`config.mk`:
```
export PLATFORM = sky130hd
export DESIGN_NAME = cop0_status_ctrl
export DESIGN_NICKNAME = d
export VERILOG_FILES = /design/src/rtl/cop0_status_ctrl.sv
export SDC_FILE = /design/constraint.sdc
export NUM_CORES = 1
export LEC_CHECK = 0
export CORE_MARGIN = 10
export CORE_UTILIZATION = 55
export DETAILED_ROUTE_END_ITERATION = 8
export DONT_BUFFER_PORTS = 1
export GPL_ROUTABILITY_DRIVEN = 0
export PLACE_DENSITY = 0.81
export SYNTH_ARGS = -nofsm -noshare
export SYNTH_HDL_FRONTEND = slang
export SYNTH_SLANG_ARGS = --single-unit
```
`constraint.sdc`:
```
create_clock -name clk -period 1.75 [get_ports clk]
set_input_delay 0.2625 -clock clk [delete_from_list [all_inputs] [get_ports clk]]
set_output_delay 0.2625 -clock clk [all_outputs]
set_load 0.02 [all_outputs]
```
`src/rtl/cop0_status_ctrl.sv`:
```
// CP0 Status register owner. Previews the Status result of the op in EX,
// holds it pending for one cycle, then commits it unless flushed. A small
// save stack of {ERL,EXL,IE} backs nested exceptions.
module cop0_status_ctrl #(
    parameter int          DATA_W      = 32,
    parameter int          STACK_DEPTH = 2,
    parameter int          IDX_IE      = 0,
    parameter int          IDX_EXL     = 1,
    parameter int          IDX_ERL     = 2,
    parameter logic [31:0] WR_MASK     = 32'h0000_FF17,
    parameter logic [31:0] RESET_VAL   = 32'h0040_0004
) (
    input  logic                                 clk,
    input  logic                                 rst_n,
    input  logic                                 ex_valid,
    input  logic [2:0]                           ex_op,
    input  logic [DATA_W-1:0]                    ex_rt,
    input  logic                                 stall,
    input  logic                                 flush,
    output logic [DATA_W-1:0]                    y,
    output logic [DATA_W-1:0]                    status_o,
    output logic                                 int_en_o,
    output logic [$clog2(STACK_DEPTH+1)-1:0]     depth_o,
    output logic                                 ovf_o,
    output logic                                 unf_o
);

    localparam int DEPTH_W = $clog2(STACK_DEPTH + 1);
    localparam logic [DATA_W-1:0] MASK = DATA_W'(WR_MASK);
    localparam logic [DATA_W-1:0] RST  = DATA_W'(RESET_VAL);

    typedef enum logic [2:0] {
        OP_NONE  = 3'd0,
        OP_MTC0  = 3'd1,
        OP_EI    = 3'd2,
        OP_DI    = 3'd3,
        OP_EXC   = 3'd4,
        OP_ERET  = 3'd5,
        OP_RD_RT = 3'd6
    } op_e;

    // committed state
    logic [DATA_W-1:0]                status_q, status_d;
    logic [STACK_DEPTH-1:0][2:0]      stk_q, stk_d;
    logic [DEPTH_W-1:0]               depth_q, depth_d;
    logic                             ovf_q, ovf_d;
    logic                             unf_q, unf_d;

    // pending (captured, not yet committed) op
    logic                             pend_vld_q, pend_vld_d;
    logic [DATA_W-1:0]                pend_val_q, pend_val_d;
    op_e                              pend_op_q, pend_op_d;
    logic [2:0]                       pend_sav_q, pend_sav_d;

    // stack/flag view as it will be once the pending op commits
    logic [STACK_DEPTH-1:0][2:0]      stk_c;
    logic [DEPTH_W-1:0]               depth_c;
    logic                             ovf_c, unf_c;

    logic [DATA_W-1:0]                base, prev;
    op_e                              op_eff;
    logic                             capture, commit;

    // Apply the pending op to the stack; this is both the commit target and
    // the stack view that a back-to-back ERET in EX must see.
    always_comb begin
        stk_c   = stk_q;
        depth_c = depth_q;
        ovf_c   = ovf_q;
        unf_c   = unf_q;
        if (pend_vld_q) begin
            if (pend_op_q == OP_EXC) begin
                // entry 0 is the top; the oldest entry falls off the end when full
                for (int i = STACK_DEPTH - 1; i > 0; i--) stk_c[i] = stk_q[i-1];
                stk_c[0] = pend_sav_q;
                if (depth_q == DEPTH_W'(STACK_DEPTH)) ovf_c = 1'b1;
                else                                 depth_c = depth_q + 1'b1;
            end else if (pend_op_q == OP_ERET) begin
                if (depth_q != '0) begin
                    for (int i = 0; i < STACK_DEPTH - 1; i++) stk_c[i] = stk_q[i+1];
                    depth_c = depth_q - 1'b1;
                end else begin
                    unf_c = 1'b1;
                end
            end
        end
    end

    // Preview of the EX op on the forwarded base, plus capture/commit decisions.
    always_comb begin
        base    = pend_vld_q ? pend_val_q : status_q;
        op_eff  = (ex_valid && ex_op <= 3'd6) ? op_e'(ex_op) : OP_NONE;
        prev    = base;
        case (op_eff)
            OP_MTC0: prev = (base & ~MASK) | (ex_rt & MASK);
            OP_EI:   prev[IDX_IE]  = 1'b1;
            OP_DI:   prev[IDX_IE]  = 1'b0;
            OP_EXC:  prev[IDX_EXL] = 1'b1;
            OP_ERET: begin
                if (depth_c != '0) begin
                    prev[IDX_ERL] = stk_c[0][2];
                    prev[IDX_EXL] = stk_c[0][1];
                    prev[IDX_IE]  = stk_c[0][0];
                end else if (base[IDX_ERL]) begin
                    prev[IDX_ERL] = 1'b0;
                end else begin
                    prev[IDX_EXL] = 1'b0;
                end
            end
            default: prev = base;
        endcase
        y       = (op_eff == OP_RD_RT) ? ex_rt : prev;
        capture = ex_valid & ~stall & ~flush;
        commit  = pend_vld_q & ~flush;
    end

    // Next-state: commit writes Status/stack/flags, capture loads pending.
    always_comb begin
        status_d   = commit ? pend_val_q : status_q;
        stk_d      = commit ? stk_c      : stk_q;
        depth_d    = commit ? depth_c    : depth_q;
        ovf_d      = commit ? ovf_c      : ovf_q;
        unf_d      = commit ? unf_c      : unf_q;
        pend_vld_d = capture;
        pend_val_d = prev;
        pend_op_d  = op_eff;
        pend_sav_d = {base[IDX_ERL], base[IDX_EXL], base[IDX_IE]};
    end

    // State registers with async active-low reset.
    always_ff @(posedge clk or negedge rst_n) begin
        if (!rst_n) begin
            status_q   <= RST;
            stk_q      <= '0;
            depth_q    <= '0;
            ovf_q      <= 1'b0;
            unf_q      <= 1'b0;
            pend_vld_q <= 1'b0;
            pend_val_q <= '0;
            pend_op_q  <= OP_NONE;
            pend_sav_q <= '0;
        end else begin
            status_q   <= status_d;
            stk_q      <= stk_d;
            depth_q    <= depth_d;
            ovf_q      <= ovf_d;
            unf_q      <= unf_d;
            pend_vld_q <= pend_vld_d;
            pend_val_q <= pend_val_d;
            pend_op_q  <= pend_op_d;
            pend_sav_q <= pend_sav_d;
        end
    end

    assign status_o = status_q;
    assign int_en_o = status_q[IDX_IE] & ~status_q[IDX_EXL] & ~status_q[IDX_ERL];
    assign depth_o  = depth_q;
    assign ovf_o    = ovf_q;
    assign unf_o    = unf_q;

endmodule

```
==> results of run 1 <==
## registers in the layout, summed over array words and instances (netlist names)
name,flops
depth_o,2
ovf_o,1
pend_op_q,3
pend_sav_q,3
pend_val_q,32
pend_vld_q,1
status_o,32
stk_q,6
unf_o,1
## how the worst max path moves through the flow
stage / end / from / depth (start not counted) / slack, ns
floorplan: y[1] / depth_o[1] / 7 / -0.30
global placement: y[1] / depth_o[0] / 8 / -0.33
detailed placement: y[1] / depth_o[0] / 8 / -0.38
CTS: y[0] / depth_o[1] / 7 / -0.73
global route: y[1] / depth_o[0] / 8 / -0.80
finish: y[0] / depth_o[1] / 7 / -0.71
## layout by cell type, fill, tap and decap left out, types with 3 or more instances in the layout
cell type,instances
dfrtp_1,77
mux2_2,44
buf_4,38
mux2_4,29
nand2_1,28
a21oi_1,20
nor2_1,16
clkbuf_8,9
o21ai_1,7
nand2b_1,6
mux2i_1,6
dlygate4sd3_1,6
buf_6,6
o21ai_2,5
nor3b_1,4
buf_12,4
mux2i_2,3
mux2i_4,3
or2_2,3
o21ai_0,3
ha_1,3
## worst register-to-register path: cells and delay by family (launching register included)
kind	cells	cell delay [ns]
AOI/OAI and AO/OA	4	0.79
DFF	1	0.44
buffers and inverters	2	0.25
and+or+nand+nor	1	0.10
adders and majority gates	1	0.21
## per-stage QoR
step	setup TNS [ns]	power, mW
2_1_floorplan	-0.805	3.42
3_3_place_gp	-1.10	3.89
3_5_place_dp	-1.89	3.95
4_1_cts	-8.63	5.55
5_1_grt	-12.69	5.95
6_report	-9.62	5.65
## per-layer routing
layer  track usage (%)  up-vias  share of wire (%)
met5                 0        -                  0
met4              7.26        0                2.1
met3              5.64       16                7.6
met2              29.1       90                 51
met1              20.3     1378                 39
li1                  -     1258                  -
## cell families after synthesis
family,after synthesis
adders and majority gates,5
AOI/OAI and AO/OA,54
buffers and inverters,23
and+or+nand+nor,73
muxes,87
DFF,81
## where the power goes
group	leakage [nW]	switching, mW	internal [mW]
Combinational	1.18	0.784	0.813
Sequential	1.08	0.374	2.18
Clock	0.111	0.686	0.812
Total	2.37	1.84	3.80
## final cells by class
type                            count  share of cell area [%]
Tap cell                           96                    2.43
Clock buffer                       10                    2.58
Multi-Input combinational cell    219                    40.1
Clock inverter                      6                    1.85
Sequential cell                    81                    41.1
Inverter                            4                   0.354
Timing Repair Buffer               58                    11.6
## what timing repair did
action                                  CTS  global route
endpoints found under the setup margin   55            46
gates resized for setup                  39            36
pin swaps                                 5             4
endpoints found under the hold margin    84            81
setup buffers                             7             4
gates cloned                              0             2
==> metrics.md, run 1 <==
| Metric | Value |
|---|---|
| Synth Area in Compound Gates | 8.91% |
| Die boundary width | 104 um |
| Post-cts hold buffer count | 6 |
| Startpoint class of the critical path | flip-flop |
| Critical path buffers and inverters | 1 |
| CP max stage delay | 0.44 ns |
| Total of max-cap violations | 0 |
| Yosys warns | 0 |
| Residual DRC | 0 |
| First drt pass iteration count | 4 |
| Synth Area in Adders | 1.61% |
| Req. time, crit path | 1.49 ns |
| Maximum level of the CTS H-tree | 3 |
| Initial Utilization | 56.7% |
| Most used standard cell by instance count after synthesis | dfrtp_1 |
| Layout Skew | 0.00926 ns |
| Ratio of routed vias to standard cells | 5.78 |
| Wire length per cell after detailed routing | 20.9 um |
| Num CTS Buffers | 9 |
| Worst-case clock buffer depth | 2 |
| Antenna cell count | 0 |
| Seq/Total Area, Yosys | 52.4% |
| Critical setup path kind | reg -> out |
| Final critical-path setup slack | -0.709 ns |
| Placed Cells | 441 |
| Post-Synth Simple-Gate Area | 9.07% |
| Post-Route WL | 9900 um |
| Reg-to-Reg End | pend_val_q[2] |
| Number of enable-type register cells in the synthesized netlist | 0 |
| Total GRT Usage | 17.5% |
| Number of distinct library cells after synthesis | 42 |
| Leakage power total | 2.37 nW |
| Post-layout utilization of the core | 72.4% |
| Placed Area | 4280 um2 |
| Pre-CTS WS | -0.377 ns |
| Dominant delay contributor by cell family on the critical path | compound AO/OA/AOI/OAI gates |
| Setup crit end kind | primary output |
| Area of all placed cells without fillers | 4940 um2 |
| Number of failing hold endpoints at the final stage | 81 |
| Layout cell share with drive strength beyond 1 | 46.6% |
| Later-pin clock latency in the skew report | 0.34 ns |
| I/O pin cnt | 109 |
| Class of the tightest hold or removal check | in -> async |
| Dominant combinational cell family by area after synthesis | multiplexers |
| Non-filler instance count after layout | 474 |
| FF-to-FF Start | depth_o[1] |
| Cell chosen for the clock root | clkbuf_8 |
| Total half-perimeter wirelength after legalization and detailed placement | 6510 um |
| Detail Route Antenna Nets | 0 |
| Clock tree sinks | 81 |
| Share of Yosys cell area claimed by the top area cell type | 51.0% |
| Series of cell instances along the critical path | inv_2, ha_4, nor3_2, a211o_1, nand2_2, o221a_4, o31ai_4 |
| Die Footprint | 10800 um2 |
| Combined area of the multi-input logic cells | 1980 um2 |
| Synthesized netlist cell count | 323 |
| Core box area | 6830 um2 |
| Count of fill cells added during filler insertion | 479 |
| I/O Buffers | 0 |
| Post-layout nets | 418 |
| Reg2Reg Setup Slack | -0.18 ns |
| Number of design-rule violations left by the first detailed-router iteration | 112 |
| Most frequently used flop master after synthesis | dfrtp_1 |
| Fmax | 407 MHz |
| Reg2reg path depth | 8 |
| Global-route congestion overflow total | 0 |
| Slew HR | 66.6% |
| Height of the die | 104 um |
| Flop and latch count out of synthesis | 81 |
| Max-slew violation total from the final report | 0 |
| Area of the mapped netlist | 3880 um2 |
| Power per unit of standard cell area | 1140 nW/um2 |
| Sequential Area | 2030 um2 |
| Final setup violating endpoints | 34 |
| Wire length of the first global-routing pass | 15500 um |
| Actual slew at the worst max-slew pin | 0.497 ns |
| Post-synthesis mux area share | 24.9% |
| Crit-path max FO | 5 |
| Synthesis-to-finish area growth | 27.5% |
| Worst hold margin | -0.394 ns |
| Post-synth top cells | dfrtp_1 (79), mux2_2 (73), nand2_1 (29), a21oi_1 (20), nor2_1 (16) |
| Slowest-stage cell, CP | dfrtp_2 |
| Outcome | complete, but fails checks |
| Rows | 30 |
| TritonCTS clock tree | done |
| Final Critical Period | 2.46 ns |
| Maximum ir drop on the vdd rail | 0.633 mV |
| Failing checks | hold timing, setup timing |
| Vias in the first global route | 2853 |
| Vias | 2742 |
| Xor-xnor portion of the synthesized cell area | 0% |
| Clock-pin slew of the registers on the worst-case setup and hold paths | 0.09 ns |
| Pin count of the biggest net entering global routing | 82 |
| Unrepaired setup endpoints after global routing | true |
| Mean instance size in the synthesized netlist | 12.0 um2 |
| Part of the cycle the worst path needs | 141% |
| Share of async-settable or async-resettable flops after synthesis | 100% |
| Syn_nets | 368 |
| Library cell occupying the most area in the post-synthesis netlist | dfrtp_1 |
| Arr. time, crit path | 2.20 ns |
| Dominant cells by area after synthesis | dfrtp_1 (51%), mux2_2 (21%), mux2i_1 (3.1%) |
| Number of antenna violations at the first check in global routing | 0 |
Note: power is estimated with default switching activity, not from simulation.
==> run 2: changes to the inputs <==
--- a/config.mk
+++ b/config.mk
@@ -5,7 +5,8 @@
 export SDC_FILE = /design/constraint.sdc
 export NUM_CORES = 1
 export LEC_CHECK = 0
-export CORE_MARGIN = 10
+export ABC_CLOCK_PERIOD_IN_PS = 1750
+export CORE_MARGIN = 2
 export CORE_UTILIZATION = 55
 export DETAILED_ROUTE_END_ITERATION = 8
 export DONT_BUFFER_PORTS = 1
==> run 2 against run 1 <==
First-iteration DRC count decreased by 11%; sequential power is essentially flat; power is 3.4% higher; global-route usage increased by 6.6 points; via count rose by 0.55%; the run still ends with hold timing, setup timing left.
==> metrics.md, run 2 (same netlist as run 1, synthesis figures left out) <==
| Metric | Value |
|---|---|
| Unrepaired setup endpoints after global routing | true |
| Antenna cell count | 0 (unchanged) |
| Startpoint class of the critical path | flip-flop |
| Worst Setup SP | depth_o[1] |
| Setup crit end kind | primary output |
| CP max stage delay | 0.41 ns (-0.03 ns) |
| Post-Route WL | 9390 um (-5.2%) |
| Layout Skew | 0.00820 ns (-0.00106 ns) |
| Post-layout nets | 425 (+1.7%) |
| Synthesis-to-finish area growth | 31.0% |
| I/O Buffers | 0 (unchanged) |
| Detail Route Antenna Nets | 0 (unchanged) |
| Clock-pin slew of the registers on the worst-case setup and hold paths | 0.09 ns (about the same) |
| Reg2reg path depth | 8 (unchanged) |
| Clock tree sinks | 81 (unchanged) |
| Post-cts hold buffer count | 6 (unchanged) |
| Wire length per cell after detailed routing | 19.5 um (-6.6%) |
| Number of antenna violations at the first check in global routing | 0 (unchanged) |
| Total GRT Usage | 24.2% (+6.6 points) |
| Most frequent cells in the layout | dfrtp_1 (77), buf_4 (46), mux2_4 (40) |
| Maximum ir drop on the vdd rail | 0.708 mV (+12%) |
| Slowest-stage cell, CP | dfrtp_2 |
| Ratio of routed vias to standard cells | 5.73 (-0.92%) |
| Final setup violating endpoints | 33 (-2.9%) |
| Reg2Reg Setup Slack | -0.12 ns (+0.06 ns) |
| TritonCTS clock tree | done |
| Vias in the first global route | 2917 (+2.2%) |
| Vias | 2757 (+0.55%) |
| Series of cell instances along the critical path | inv_2, ha_4, nor3_4, a211o_4, a221oi_2, o21bai_2, a32oi_2, buf_4 |
| FF-to-FF Start | depth_o[0] |
| Final critical-path setup slack | -0.758 ns (-0.0481 ns) |
| Placed Cells | 443 (+0.45%) |
| TNS Setup | -6.86 ns (+2.77 ns) |
| Slew HR | 59.9% (-6.8 points) |
| Pin count of the biggest net entering global routing | 82 (unchanged) |
| I/O pin cnt | 109 (unchanged) |
| Crit-path max FO | 5 (unchanged) |
| Max-slew violation total from the final report | 0 (unchanged) |
| Most common cell after layout, fill and taps aside | dfrtp_1 |
| Layout cell share with drive strength beyond 1 | 48.3% (+1.8 points) |
| Part of the cycle the worst path needs | 143% (+2.7 points) |
| Non-filler instance count after layout | 481 (+1.5%) |
| Die boundary width | 88.0 um (-15%) |
| Num CTS Buffers | 9 (unchanged) |
| Worst-case clock buffer depth | 2 (unchanged) |
| Later-pin clock latency in the skew report | 0.34 ns (about the same) |
| Critical setup path kind | reg -> out |
| Count of fill cells added during filler insertion | 457 (-4.6%) |
| Req. time, crit path | 1.49 ns (about the same) |
| Number of failing hold endpoints at the final stage | 81 (unchanged) |
| Outcome | complete, but fails checks |
| Leakage power total | 2.41 nW (+1.5%) |
| Failing checks | hold timing, setup timing |
| Wire length of the first global-routing pass | 14200 um (-8.1%) |
| Final Critical Period | 2.51 ns (+0.0481 ns) |
| Power per unit of standard cell area | 1150 nW/um2 (+0.65%) |
| Initial Utilization | 57.1% (+0.31 points) |
| Residual DRC | 0 (unchanged) |
| Cell chosen for the clock root | clkbuf_8 |
| Height of the die | 88.0 um (-15%) |
| Rows | 30 (unchanged) |
| Number of design-rule violations left by the first detailed-router iteration | 100 (-11%) |
| Arr. time, crit path | 2.25 ns (+0.05 ns) |
| Maximum level of the CTS H-tree | 3 (unchanged) |
| Reg-to-Reg End | pend_val_q[2] |
| Core box area | 6790 um2 (-0.55%) |
| First drt pass iteration count | 4 (unchanged) |
| Critical path destination | y[1] |
| Worst hold margin | -0.394 ns (-0.000743 ns) |
| Fmax | 399 MHz (-1.9%) |
| Class of the tightest hold or removal check | in -> async |
| Actual slew at the worst max-slew pin | 0.600 ns (+0.103 ns) |
| Global-route congestion overflow total | 0 (unchanged) |
| Pre-CTS WS | -0.376 ns (+0.000875 ns) |
| Total of max-cap violations | 0 (unchanged) |
| Total half-perimeter wirelength after legalization and detailed placement | 5720 um (-12%) |
| Die Footprint | 7740 um2 (-28%) |
==> run 2: worst max-delay path, delay by kind of cell, from the launching register on <==
family	cells	cell delay, ns
adder cells (fa/ha/maj)	1	0.28
flip-flops	1	0.41
AND/OR/NAND/NOR	1	0.04
AO/OA/AOI/OAI	4	0.93
buffers and inverters	2	0.23
==> run 2: area by class of cell <==
cell class	count	area [um2]	share of cell area, %
Sequential cell	81	2030	40.0
Timing Repair Buffer	65	596	11.7
Clock inverter	7	103	2.02
Tap cell	96	120	2.37
Multi-Input combinational cell	219	2090	41.1
Inverter	4	17.5	0.345
Clock buffer	9	124	2.44
==> run 2: layer usage <==
layer	global-route usage, %	share of wire (%)
met5	0	0
met4	7.97	1.3
met3	6.41	6.0
met2	40.4	51
met1	30.6	41
==> run 2: how the worst min path moves through the flow <==
stage          cells past startpoint             to  slack (ns)   from
2_1_floorplan                      0     depth_o[0]       -0.03  rst_n
4_1_cts                            0  pend_val_q[5]       -0.42  rst_n
5_1_grt                            0   status_o[20]       -0.43  rst_n
6_report                           0     depth_o[1]       -0.39  rst_n
3_3_place_gp                       0          ovf_o       -0.03  rst_n
3_5_place_dp                       0          ovf_o       -0.03  rst_n
==> run 2: stage by stage <==
step	cell area [um2]	total power, mW	utilization (%)	hold slack, ns
after floorplan	3950	3.42	-	-0.0331
after global placement	4320	3.88	63.5	-0.0319
after detailed placement	4320	3.94	63.5	-0.0320
after CTS	4950	5.68	72.9	-0.417
after global routing	5080	6.11	74.7	-0.430
final	5080	5.84	74.7	-0.394
==> run 2: report_power, final <==
group,internal (mW),switching (mW),total (mW)
combinational,0.912,0.803,1.71
sequential,2.18,0.399,2.58
clock,0.818,0.728,1.55
total,3.91,1.93,5.84
==> run 2: timing repair <==
action                     in CTS  in global routing
buffers inserted               12                  9
gates resized for setup        62                 34
pin swaps                       5                  8
gates cloned                    2                  0
hold endpoints to repair       84                 81
setup endpoints to repair      35                 35
==> run 3: changes to the inputs <==
--- a/config.mk
+++ b/config.mk
@@ -5,7 +5,7 @@
 export SDC_FILE = /design/constraint.sdc
 export NUM_CORES = 1
 export LEC_CHECK = 0
-export ABC_CLOCK_PERIOD_IN_PS = 1750
+export ABC_CLOCK_PERIOD_IN_PS = 2300
 export CORE_MARGIN = 2
 export CORE_UTILIZATION = 55
 export DETAILED_ROUTE_END_ITERATION = 8
==> constraint.sdc (replaced) <==
create_clock -name clk -period 2.3 [get_ports clk]
set_input_delay 0.345 -clock clk [delete_from_list [all_inputs] [get_ports clk]]
set_output_delay 0.345 -clock clk [all_outputs]
set_load 0.02 [all_outputs]
==> run 3 against run 2 <==
The run ends with setup timing left; sequential cell count did not move; clock power fell by 30%; power shrank 30%; critical path type unchanged; clock-buffer cell count grew 1; register-to-register slack improved by 0.32 ns; routed wire length is 11% lower; non-clock buffer count fell by 31; critical path depth unchanged; utilization down 8.2 points; final area down 11%.
==> metrics.md, run 3 (same netlist as run 1, synthesis figures left out) <==
| Metric | Value |
|---|---|
| Outcome | complete, but fails checks |
| Failing checks | setup timing |
| Sequential Area | 2030 um2 (about the same) |
| Max-slew violation total from the final report | 0 (unchanged) |
| TritonCTS clock tree | done |
| Detail Route Antenna Nets | 0 (unchanged) |
| Ratio of routed vias to standard cells | 5.92 (+3.2%) |
| Critical setup path kind | reg -> out |
| Setup crit end kind | primary output |
| Pin count of the biggest net entering global routing | 82 (unchanged) |
| Most frequent cells in the layout | dfrtp_1 (78), mux2_2 (73), nand2_1 (28), buf_4 (28), a21oi_1 (20) |
| Fmax | 381 MHz |
| Later-pin clock latency in the skew report | 0.35 ns (about the same) |
| Met1 track demand over resource | 27.7% (-2.9 points) |
| Layout cell share with drive strength beyond 1 | 42.4% (-5.9 points) |
| Vias | 2663 (-3.4%) |
| Die Footprint | 7740 um2 (unchanged) |
| Combined area of the multi-input logic cells | 1840 um2 (-12%) |
| Height of the die | 88.0 um (unchanged) |
| I/O Buffers | 0 (unchanged) |
| Met2 GRT Util | 36.0% (-4.5 points) |
| Unrepaired setup endpoints after global routing | true |
| Actual slew at the worst max-slew pin | 0.611 ns (+0.0114 ns) |
| Rows | 30 (unchanged) |
| Maximum ir drop on the vdd rail | 0.535 mV (-24%) |
| Count of fill cells added during filler insertion | 511 (+12%) |
| Power consumption | 4.07 mW (-30%) |
| Wire length of the first global-routing pass | 13000 um (-8.3%) |
| Power per unit of standard cell area | 902 nW/um2 (-22%) |
| Leakage power total | 2.13 nW (-11%) |
| Worst-case clock buffer depth | 2 (unchanged) |
| Antenna cell count | 0 (unchanged) |
| Number of failing hold endpoints at the final stage | 0 (-100%) |
| Total half-perimeter wirelength after legalization and detailed placement | 5520 um (-3.5%) |
| FF-to-FF Start | depth_o[0] |
| Die boundary width | 88.0 um (unchanged) |
| Post-Route WL | 8320 um (-11%) |
| Req. time, crit path | 1.96 ns (+0.47 ns) |
| Global-route congestion overflow total | 0 (unchanged) |
| Final setup violating endpoints | 3 (-91%) |
| Number of design-rule violations left by the first detailed-router iteration | 113 (+13%) |
| Synthesis-to-finish area growth | 16.6% |
| Total GRT Usage | 21.9% (-2.3 points) |
| Slew HR | 59.2% (-0.70 points) |
| Number of antenna violations at the first check in global routing | 0 (unchanged) |
| Cell chosen for the clock root | clkbuf_8 |
| Final critical-path setup slack | -0.327 ns (+0.430 ns) |
| Arr. time, crit path | 2.28 ns (+0.03 ns) |
| Startpoint class of the critical path | flip-flop |
| I/O pin cnt | 109 (unchanged) |
| Num CTS Buffers | 9 (unchanged) |
| Residual DRC | 0 (unchanged) |
| Class of the tightest hold or removal check | in -> reg |
| Maximum level of the CTS H-tree | 3 (unchanged) |
| Worst Setup SP | depth_o[1] |
| Core box area | 6790 um2 (unchanged) |
| Layout Skew | 0.0122 ns (+0.00397 ns) |
| First drt pass iteration count | 5 (+1) |
| Most Crowded Layer GR | met2 |
| Part of the cycle the worst path needs | 114% |
| TNS Setup | -0.895 ns (+5.96 ns) |
| Global-route met3 utilization | 6.69% (+0.28 points) |
| Final Critical Period | 2.63 ns |
| Initial Utilization | 57.1% (unchanged) |
| Vias in the first global route | 2689 (-7.8%) |
| Post-layout nets | 394 (-7.3%) |
| Clock-pin slew of the registers on the worst-case setup and hold paths | 0.08 ns (about the same) |
| Crit-path max FO | 4 (-1) |
| Total of max-cap violations | 0 (unchanged) |
| Clock tree sinks | 81 (unchanged) |
| Most common cell after layout, fill and taps aside | dfrtp_1 |
| Hold wc startpoint | stall |
| Wire length per cell after detailed routing | 18.5 um (-5.2%) |
==> run 3: stage by stage <==
step                cell area [um2]  hold WS (ns)  utilization [%]  setup WS (ns)  instances
global route                   4520        0.0351             66.5         -0.424        450
CTS                            4510        0.0499             66.3         -0.265        450
detailed placement             4110        0.0505             60.5         0.0755        423
floorplan                      3910        0.0494                -         0.0131        323
global placement               4110        0.0508             60.5          0.128        423
finish                         4520        0.0625             66.5         -0.327        450
==> run 3: where the power goes <==
part / internal [mW] / total (mW) / leakage (nW) / switching, mW
logic: 0.492 / 1.03 / 0.948 / 0.543
registers: 1.66 / 1.96 / 1.08 / 0.302
clock network: 0.543 / 1.08 / 0.103 / 0.538
==> run 3: worst paths after layout <==
kind	end	slack [ns]	cells after the start
max reg2reg	pend_val_q[2]	0.20	8
min in group asynchronous	stk_q[4]	0.59	2
max in group asynchronous	status_o[2]	1.39	2
min	pend_vld_q	0.06	1
max	y[1]	-0.33	8
min reg2reg	stk_q[5]	0.49	2
==> run 3: critical path, stage by stage (launching register included) <==
cell and delay [ns]:
dfrtp_1 0.41, inv_2 0.07, ha_4 0.28, nor3_4 0.04, a211o_1 0.36, a221oi_2 0.27
o21bai_1 0.12, a32oi_2 0.20, buf_4 0.18
==> run 3: routing by layer <==
layer	routed length [um]	vias up
li1	-	1214
met2	4100	111
met3	666	12
met1	3470	1326
met5	0	-
met4	91	0
==> run 3: cell type report <==
type,count,share of cell area (%)
Clock buffer,10,3.05
Clock inverter,6,1.61
Inverter,4,0.388
Multi-Input combinational cell,219,40.7
Sequential cell,81,44.9
Tap cell,96,2.66
Timing Repair Buffer,34,6.67
==> run 3: repair_timing <==
item,4_1_cts,5_1_grt
endpoints found under the hold margin,81,0
hold buffers,2,0
pin swaps,6,7
endpoints found under the setup margin,3,3
setup buffers,9,1
gates resized for setup,17,4
